`src/rtl/i2c_seq_pkg.sv`:
```
// i2c_seq_pkg: shared types for the table-driven I2C register sequencer.
//   - opcode constants for the 26-bit table entry
//   - packed entry layout (op, rsv, dev, sub-address, data)
//   - sequencer state enum
package i2c_seq_pkg;

    localparam int ENTRY_W = 26;

    localparam logic [1:0] OP_WRITE = 2'b00;
    localparam logic [1:0] OP_DELAY = 2'b01;
    localparam logic [1:0] OP_NOP   = 2'b10;   // reserved opcode, executed as a no-op
    localparam logic [1:0] OP_END   = 2'b11;

    // 'sub' is the register sub-address byte; 'reg' is a keyword.
    typedef struct packed {
        logic [1:0] op;
        logic       rsv;
        logic [6:0] dev;
        logic [7:0] sub;
        logic [7:0] data;
    } entry_t;

    typedef enum logic [2:0] {
        S_BOOT,
        S_FETCH,
        S_DECODE,
        S_WAIT_ACC,
        S_WAIT_END,
        S_DELAY,
        S_NEXT,
        S_DONE
    } state_t;

endpackage

```
`src/rtl/i2c_seq_tick.sv`:
```
// i2c_seq_tick: TICK_CYC-cycle prescaler driving a 16-bit tick down-counter.
// Shared by the power-up wait and by DELAY entries.
//   iCLK, iRST_N : clock, async active-low reset (counter resets to RST_TICKS)
//   load         : load 'ticks' and restart the prescaler
//   ticks        : tick count to wait
//   expired      : high when the count is already zero, or reaches zero on
//                  the coming edge, so a waiting FSM spends exactly
//                  ticks*TICK_CYC cycles in its wait state
module i2c_seq_tick #(
    parameter int TICK_CYC  = 50_000,
    parameter int RST_TICKS = 0
) (
    input  logic        iCLK,
    input  logic        iRST_N,
    input  logic        load,
    input  logic [15:0] ticks,
    output logic        expired
);

    localparam int PW = (TICK_CYC > 1) ? $clog2(TICK_CYC) : 1;

    logic [PW-1:0] pre;
    logic [15:0]   cnt;
    logic          pre_last;

    assign pre_last = (pre == PW'(TICK_CYC - 1));
    assign expired  = (cnt == 16'd0) || ((cnt == 16'd1) && pre_last);

    always_ff @(posedge iCLK or negedge iRST_N) begin
        if (!iRST_N) begin
            pre <= '0;
            cnt <= 16'(RST_TICKS);
        end else if (load) begin
            pre <= '0;
            cnt <= ticks;
        end else if (cnt != 16'd0) begin
            if (pre_last) begin
                pre <= '0;
                cnt <= cnt - 16'd1;
            end else begin
                pre <= pre + PW'(1);
            end
        end
    end

endmodule

```
`src/rtl/i2c_reg_sequencer.sv`:
```
// i2c_reg_sequencer: walks a ROM of opcode entries and drives the shared
// I2C master through its start/end handshake.
//   iCLK, iRST_N          : clock, async active-low reset
//   restart               : pulse; re-run the table from entry 0
//   tbl_idx / tbl_data    : ROM address out, entry back one cycle later
//   i2c_start/dev/reg/data: transfer request and payload to the master
//   i2c_end, i2c_nack     : master idle flag, NACK status valid as end rises
//   busy, done            : sequence running / finished
//   error, err_idx        : sticky failure flag and first failing index
//   nack_cnt              : NACKs seen this run, saturating
module i2c_reg_sequencer
    import i2c_seq_pkg::*;
#(
    parameter int DEPTH      = 128,
    parameter int MAX_RETRY  = 3,
    parameter int TICK_CYC   = 50_000,
    parameter int BOOT_TICKS = 0,
    parameter int IDX_W      = $clog2(DEPTH)
) (
    input  logic               iCLK,
    input  logic               iRST_N,
    input  logic               restart,
    output logic [IDX_W-1:0]   tbl_idx,
    input  logic [ENTRY_W-1:0] tbl_data,
    output logic               i2c_start,
    output logic [6:0]         i2c_dev,
    output logic [7:0]         i2c_reg,
    output logic [7:0]         i2c_data,
    input  logic               i2c_end,
    input  logic               i2c_nack,
    output logic               busy,
    output logic               done,
    output logic               error,
    output logic [IDX_W-1:0]   err_idx,
    output logic [7:0]         nack_cnt
);

    localparam int RW = (MAX_RETRY > 0) ? $clog2(MAX_RETRY + 1) : 1;

    state_t        state, state_nxt;
    entry_t        ent;
    logic [RW-1:0] retry_cnt;
    logic          restart_pend, pend;
    logic          tick_ld, tick_exp;
    logic          issue, accepted, complete, finish;
    logic          retry, fail, nack_evt, inc_idx, do_restart, boot_exit;
    logic          unused_rsv;

    assign ent        = entry_t'(tbl_data);
    assign unused_rsv = ent.rsv;
    assign pend       = restart_pend | restart;
    assign boot_exit  = (state == S_BOOT) && tick_exp;
    assign busy       = (state != S_DONE);
    assign done       = (state == S_DONE);

    i2c_seq_tick #(
        .TICK_CYC  (TICK_CYC),
        .RST_TICKS (BOOT_TICKS)
    ) u_tick (
        .iCLK    (iCLK),
        .iRST_N  (iRST_N),
        .load    (tick_ld),
        .ticks   ({ent.sub, ent.data}),
        .expired (tick_exp)
    );

    always_ff @(posedge iCLK or negedge iRST_N) begin
        if (!iRST_N) state <= S_BOOT;
        else         state <= state_nxt;
    end

    // 'complete' marks the end of an entry (would enter NEXT), 'finish' the
    // end of the table (would enter DONE). A pending restart takes over at
    // either point, so a run in progress never reports done.
    always_comb begin
        state_nxt  = state;
        tick_ld    = 1'b0;
        issue      = 1'b0;
        accepted   = 1'b0;
        complete   = 1'b0;
        finish     = 1'b0;
        retry      = 1'b0;
        fail       = 1'b0;
        nack_evt   = 1'b0;
        inc_idx    = 1'b0;
        do_restart = 1'b0;
        case (state)
            S_BOOT:  if (tick_exp) state_nxt = S_FETCH;
            S_FETCH: state_nxt = S_DECODE;
            S_DECODE: begin
                case (ent.op)
                    OP_WRITE: begin
                        issue     = 1'b1;
                        state_nxt = S_WAIT_ACC;
                    end
                    OP_DELAY: begin
                        tick_ld   = 1'b1;
                        state_nxt = S_DELAY;
                    end
                    OP_END:  finish   = 1'b1;
                    default: complete = 1'b1;
                endcase
            end
            S_WAIT_ACC: begin
                if (!i2c_end) begin
                    accepted  = 1'b1;
                    state_nxt = S_WAIT_END;
                end
            end
            S_WAIT_END: begin
                if (i2c_end) begin
                    if (!i2c_nack) begin
                        complete = 1'b1;
                    end else begin
                        nack_evt = 1'b1;
                        if (retry_cnt == RW'(MAX_RETRY)) begin
                            fail     = 1'b1;
                            complete = 1'b1;
                        end else begin
                            retry     = 1'b1;
                            state_nxt = S_DECODE;
                        end
                    end
                end
            end
            S_DELAY: if (tick_exp) complete = 1'b1;
            S_NEXT: begin
                if (tbl_idx == IDX_W'(DEPTH - 1)) begin
                    finish = 1'b1;
                end else begin
                    inc_idx   = 1'b1;
                    state_nxt = S_FETCH;
                end
            end
            S_DONE:  if (restart) do_restart = 1'b1;
            default: state_nxt = S_BOOT;
        endcase
        if (complete) state_nxt = S_NEXT;
        if (finish)   state_nxt = S_DONE;
        if ((complete || finish) && pend) do_restart = 1'b1;
        if (do_restart) begin
            state_nxt = S_FETCH;
            inc_idx   = 1'b0;
        end
    end

    always_ff @(posedge iCLK or negedge iRST_N) begin
        if (!iRST_N) begin
            tbl_idx      <= '0;
            i2c_start    <= 1'b0;
            i2c_dev      <= '0;
            i2c_reg      <= '0;
            i2c_data     <= '0;
            retry_cnt    <= '0;
            restart_pend <= 1'b0;
            error        <= 1'b0;
            err_idx      <= '0;
            nack_cnt     <= '0;
        end else begin
            if (do_restart)   tbl_idx <= '0;
            else if (inc_idx) tbl_idx <= tbl_idx + IDX_W'(1);

            // payload only changes on issue, so it stays put through retries
            if (issue) begin
                i2c_start <= 1'b1;
                i2c_dev   <= ent.dev;
                i2c_reg   <= ent.sub;
                i2c_data  <= ent.data;
            end else if (accepted) begin
                i2c_start <= 1'b0;
            end

            if (retry)         retry_cnt <= retry_cnt + RW'(1);
            else if (complete) retry_cnt <= '0;

            // a restart before the first entry starts is already satisfied
            if (do_restart || boot_exit) restart_pend <= 1'b0;
            else if (restart)            restart_pend <= 1'b1;

            if (do_restart) begin
                error    <= 1'b0;
                err_idx  <= '0;
                nack_cnt <= '0;
            end else begin
                if (nack_evt && (nack_cnt != 8'hFF)) nack_cnt <= nack_cnt + 8'd1;
                if (fail) begin
                    error <= 1'b1;
                    if (!error) err_idx <= tbl_idx;
                end
            end
        end
    end

endmodule

```
`config.mk`:
```
export PLATFORM = sky130hd
export DESIGN_NAME = i2c_reg_sequencer
export DESIGN_NICKNAME = d
export VERILOG_FILES = /design/src/rtl/i2c_seq_pkg.sv /design/src/rtl/i2c_seq_tick.sv /design/src/rtl/i2c_reg_sequencer.sv
export SDC_FILE = /design/constraint.sdc
export NUM_CORES = 1
export LEC_CHECK = 0
export BUFFER_PORTS_ARGS = -buffer_cell sky130_fd_sc_hd__buf_4
export CORE_AREA = 10 10 146 148
export CTS_CLUSTER_DIAMETER = 200
export DETAILED_ROUTE_END_ITERATION = 6
export DIE_AREA = 0 0 156 158
export PLACE_DENSITY = 0.53
export SETUP_SLACK_MARGIN = 0.3
export SLEW_MARGIN = 20
export SYNTH_ARGS = -nofsm -noshare
export SYNTH_HDL_FRONTEND = slang
export SYNTH_HIERARCHICAL = 1
export SYNTH_SLANG_ARGS = --single-unit
```
`constraint.sdc`:
```
create_clock -name iCLK -period 2.57 [get_ports iCLK]
set_input_delay 0.514 -clock iCLK [delete_from_list [all_inputs] [get_ports iCLK]]
set_output_delay 0.514 -clock iCLK [all_outputs]
set_load 0.05 [all_outputs]
```
; After elaboration in Yosys (flattened, before gate mapping)
; Index checks and enable logic that the tools add are counted.
; W data, S select, Z words.
[totals]
word_cells = 129
ff_bits = 85
out_inout_bits = 49
inputBits = 31
[op_classes]
add_sub_neg = 5
bitwise_logic = 1
n_reduce_logical = 24
eq_ne = 23
mux = 63
[ops]
columns = op, count
row1 = $mux W16, 6
row2 = $mux W1, 35
row3 = $mux W7, 5
row4 = $ne A5 B5 Y1 const B, 6
row5 = $mux W3, 9
row6 = $pmux W3 S6, 1
row7 = $add A16 B1 Y16 const B, 1
row8 = $eq A16 B1 Y1 const B, 1
row9 = $eq A16 B16 Y1 const B, 1
row10 = $logic_not A16 Y1, 1
row11 = $mux W8, 2
row12 = $reduce_bool A16 Y1, 1
row13 = $reduce_bool A2 Y1, 8
row14 = $sub A16 B1 Y16 const B, 1
row15 = $eq A3 B3 Y1 const B, 4
row16 = $reduce_bool A9 Y1, 1
row17 = $add A8 B1 Y8 const B, 1
row18 = $ne A8 B8 Y1 const B, 1
row19 = $reduce_and A8 Y1, 1
row20 = $add A7 B1 Y7 const B, 1
row21 = $eq A7 B7 Y1 const B, 1
row22 = $eq A3 B2 Y1 const B, 2
row23 = $ne A6 B4 Y1 const B, 1
row24 = $pmux W3 S2, 1
row25 = 16 further kinds, 24

; Longest topological paths before layout
[logic_depth]
ltp_word = 11
depth_mapped = 10
mapped_depth_nobuf = 9

; Modules after synthesis
; Netlist, hierarchy kept.
[by_module_without_submodules]
columns = mod, cells_per_inst, n_inst, area_per_inst_um2, seq_area_each_um2
row1 = i2c_reg_sequencer, 221, 1, 2561.2, 1326.3
row2 = i2c_seq_tick, 230, 1, 1935.6, 800.8

; Worst setup path after synthesis
; OpenSTA, ideal clock, no wires.
[synth_path]
path_type = flip-flop to flip-flop
startpoint = register u_tick.pre[11]
endpoint = register nack_cnt[5]
setup_time_ps = 130
slack_ps = 80
stages_incl_launch_ff = 10
required_ps = 2440
arrival_time_ps = 2360
period_less_slack_ps = 2490
path_buffers = 1
cell_sequence = dfrtp_1 -> or4b_4 -> nor4_2 -> a21oi_1 -> nor2_1 -> and4b_1 -> a21oi_1 -> a41oi_4 -> buf_6 -> a21oi_1
[synth_via]
elab_chain_cells = 9
elab_cells_between_ends = 10
cone_classes = eq/ne: 1 / mux: 4 / reduce/logical: 5
[synth_rtl]
columns = element, line_no
row1 = start: declaration, i2c_seq_tick.sv:22  ; logic [PW-1:0] pre;
row2 = start signal: assignment, i2c_seq_tick.sv:41  ; pre <= pre + PW'(1);
row3 = $eq A16 B16 Y1 (*), i2c_seq_tick.sv:26  ; assign pre_last = (pre == PW'(TICK_CYC - 1));
row4 = $logic_and A1 B1 Y1 (*), i2c_seq_tick.sv:27  ; assign expired = (cnt == 16'd0) || ((cnt == 16'd1) && pre_last);
row5 = $logic_or A1 B1 Y1 (*), i2c_seq_tick.sv:27
row6 = via tick_exp, i2c_reg_sequencer.sv:44  ; logic tick_ld, tick_exp;
row7 = $mux W1 (*), i2c_reg_sequencer.sv:126  ; S_DELAY: if (tick_exp) complete = 1'b1;
row8 = $pmux W1 S3 (*), i2c_reg_sequencer.sv:87  ; case (state)
row9 = $logic_or A1 B1 Y1 (*), i2c_reg_sequencer.sv:140  ; if ((complete || finish) && pend) do_restart = 1'b1;
row10 = $logic_and A1 B1 Y1 (*), i2c_reg_sequencer.sv:140
row11 = $mux W1 (*), i2c_reg_sequencer.sv:140
row12 = $mux W8 / $reduce_bool A2 Y1 (equally long branches), -
row13 = end signal: assignment, i2c_reg_sequencer.sv:185  ; if (nack_evt && (nack_cnt != 8'hFF)) nack_cnt <= nack_cnt + 8'd1;
row14 = end: declaration, i2c_reg_sequencer.sv:35  ; output logic [7:0] nack_cnt
; The timed path passes the listed nets; every way through them passes the cells marked *.
; A chain may end at the register's enable or synchronous reset.

; Worst setup path after layout
[layout_path]
startpoint = register u_tick.pre[13]
endpoint = register nack_cnt[2]
; The elaborated chain is that of the path after synthesis.

==> summary.md <==
| Metric | Value |
|---|---|
| Pleak | `2.58 nW` |
| Slew HR | `60.0%` |
| Insertion delay to the later sink of the worst-skew pair | `350 ps` |
| Sum of negative setup slack | `0 ps` |
| Primary FF master, synth | `dfrtp_1` |
| Clock skew | `11.3 ps` |
| HP Class | `in -> async` |
| FP Rows | `50` |
| Starting Density | `24.4%` |
| Final setup violation count | `0` |
| Pwr/cell area | `1010 mW/mm2` |
| Input/output buffers | `78` |
| Syn nets | `488` |
| Max Cap Viol | `0` |
| Startpoint types | `flip-flop` |
| Reg2reg start | `u_tick/pre[13]$_DFFE_PN0P_` |
| Total Routing Usage GR | `10.5%` |
| Top Registers | `u_tick/cnt: 16 flops, u_tick/pre: 16 flops` |
| DP Area | `0.00556 mm2` |
| Diode count | `0` |
| Final Hold Slack | `116 ps` |
| CP required | `2800 ps` |
| Share of the synthesized area in the top cell type | `47.3%` |
| Area grow syn2layout | `33.6%` |
| Layout cells sized above 1 | `32.0%` |
| Die W | `156 um` |
| Seq cells post-synth | `85` |
| Post-synth ARST share | `100%` |
| Clock Tree Root | `clkbuf_16` |
| Reg-to-reg slack, setup | `130 ps` |
| Clock sink total | `85` |
| Avg Inst Size Synth | `9.97 um2` |
| Most area-consuming cells after synthesis | `dfrtp_1, mux2_2, o21ai_0` |
| CTS tree | `done` |
| Std-Cell Core Area | `0.0185 mm2` |
| Status | `complete, no violations` |
| Final WS setup | `129 ps` |
| Clock Path Buffers | `2` |
| RD Place Congestion | `0.844` |
| RR Endpoint | `nack_cnt[2]$_DFFE_PN0P_` |
| Fin crit share | `95.0%` |
| FF-to-FF path depth | `10` |
| Final antenna-violating net count | `0` |
| Drt first-iter violations | `250` |
| Total number of vias | `4029` |
| Tmin final | `2440 ps` |
| Setup CP Type | `reg -> reg` |
| CP startpoint | `u_tick/pre[13]$_DFFE_PN0P_` |
| Syn Inst Count | `451` |
| Antenna violations before repair | `0` |
| Vias in the first global route | `4077` |
| I/O pins | `80` |
| DP Wirelength | `9.30 mm` |
| F_max | `410 MHz` |
| Pins Over Slew Limit | `0` |
| WL/cell | `15.9 um` |
| Post-synthesis sequential area ratio | `47.3%` |
| Tot Pwr | `6.07 mW` |
| RSZ-0062 raised after global routing | `true` |
| Die area | `0.0246 mm2` |
| Largest net degree at the start of global routing | `38` |
| Fill cell count | `1888` |
| Crit path max fanout | `13` |
| Place WS | `52.9 ps` |
| Drt total wl | `12.8 mm` |
| Yosys top cell by area | `dfrtp_1` |
| Layout Nets | `603` |
| Final hold viol count | `0` |
| Dpl cells | `774` |
| Worst EP arrival | `2670 ps` |
| Synthesized area | `0.00450 mm2` |
| Non-Filler Instances | `805` |
| Chip height | `158 um` |
| Cts hold-fix bufs | `0` |
| Slew at the pin closest to its max-slew limit | `596 ps` |
| Global-route wire length before repair | `21.2 mm` |
| Initial DRT Pass Iterations | `5` |
| Final Instance Area | `0.00601 mm2` |
| Post-synth EDFFs | `0` |
| Critical path capture point type | `flip-flop` |
| Delay of the slowest critical-path stage | `570 ps` |
| CTS clk-pin slew, worst paths | `70 ps` |
| Netlist cell types | `63` |
| Util after Layout | `32.6%` |
| Synth warnings | `6` |
| Drt drc | `0` |
| Grt ovf | `0` |
| Slowest CP cell | `or4b_4` |
| Crit path to | `nack_cnt[2]$_DFFE_PN0P_` |
| Depth of the CTS H-tree | `3` |
| Vias/cell | `5.00` |
| Peak VDD IR | `0.000659 V` |
| Most used cell, CP | `a21oi_2` |
| CP cell instances | `or4b_4, nor4_4, a21oi_2, nor2_2, and4b_1, a21oi_2, a41oi_4, buf_6, buf_12, nor3_1` |
| CTS Buf Count | `9` |
-- cell type report --
| type | instances | area, um2 | share of cell area, % |
|---|---|---|---|
| Tap cell | 234 | 293 | 4.87 |
| Clock inverter | 6 | 46.3 | 0.770 |
| Multi-Input combinational cell | 334 | 2270 | 37.9 |
| Timing Repair Buffer | 125 | 998 | 16.6 |
| Clock buffer | 10 | 229 | 3.81 |
| Sequential cell | 85 | 2130 | 35.4 |
| Inverter | 11 | 41.3 | 0.687 |
-- kinds of logic after synthesis --
group	synth area share, %
AO/OA/AOI/OAI	16.0
XOR/XNOR	2.53
adder cells (fa/ha/maj)	1.67
buffers and inverters	3.20
flip-flops	47.3
multiplexers	8.49
AND/OR/NAND/NOR	20.8
-- worst min-delay path by stage --
stage	startpoint	endpoint	slack (ps)	depth (start not counted)
2_1_floorplan	iRST_N	err_idx[0]$_DFFE_PN0P_	220	0
5_1_grt	iRST_N	err_idx[5]$_DFFE_PN0P_	150	1
6_report	iRST_N	err_idx[5]$_DFFE_PN0P_	120	1
3_3_place_gp	u_tick/pre[15]$_DFFE_PN0P_	u_tick/pre[15]$_DFFE_PN0P_	460	1
3_5_place_dp	u_tick/pre[15]$_DFFE_PN0P_	u_tick/pre[15]$_DFFE_PN0P_	460	1
4_1_cts	iRST_N	err_idx[5]$_DFFE_PN0P_	140	1
-- metal layers --
metal  global-route usage (%)  part of all wire (%)
met5                        0                     0
met1                     13.9                    47
met2                     15.6                    45
met3                     3.07                   6.4
met4                     4.36                   1.8
-- Yosys cell counts (3+ instances only) --
cell type  count
dfrtp_1       85
nand2_1       38
o21ai_0       37
nor2_1        34
a21oi_1       24
mux2_2        23
nand3_1       23
clkbuf_1      14
o31ai_1       14
inv_1         11
mux2i_1       10
nor3_1        10
nand4_1        9
nor4_1         8
xnor2_1        8
ha_1           6
and3_1         5
o211ai_1       5
xor2_1         5
a211oi_1       4
a31oi_1        4
and4_1         4
buf_2          4
nand2b_1       4
or3_1          4
or4_1          4
a41oi_1        3
nor2b_1        3
nor3b_1        3
nor4b_1        3
-- critical path, delay by kind of cell, from the launching register on --
kind | cells | cell delay, ps
AND/OR/NAND/NOR | 5 | 1340
buffers and inverters | 2 | 260
AO/OA/AOI/OAI | 3 | 330
flip-flops | 1 | 380
-- cell usage in the layout (no fill, tap or decap), drive strengths merged, types with 13 or more instances in the layout --
cell type and instances:
a21oi 24, buf 125, dfrtp 85, inv 13, mux2 23, nand2 38
nand3 23, nor2 34, o21ai 37, o31ai 14
-- power by group --
part	switching [mW]	internal [mW]	total [mW]
Clock	0.577	0.663	1.24
Sequential	0.357	1.75	2.10
Combinational	1.67	1.05	2.73
-- timing repair --
| action | CTS | global route |
|---|---|---|
| gates resized for setup | 8 | 5 |
| pin swaps | 6 | 6 |
| buffers inserted | 11 | 3 |
| endpoints found under the hold margin | 0 | 0 |
| gates cloned | 1 | 0 |
| endpoints found under the setup margin | 39 | 42 |
(Power assumes the default switching activity.)
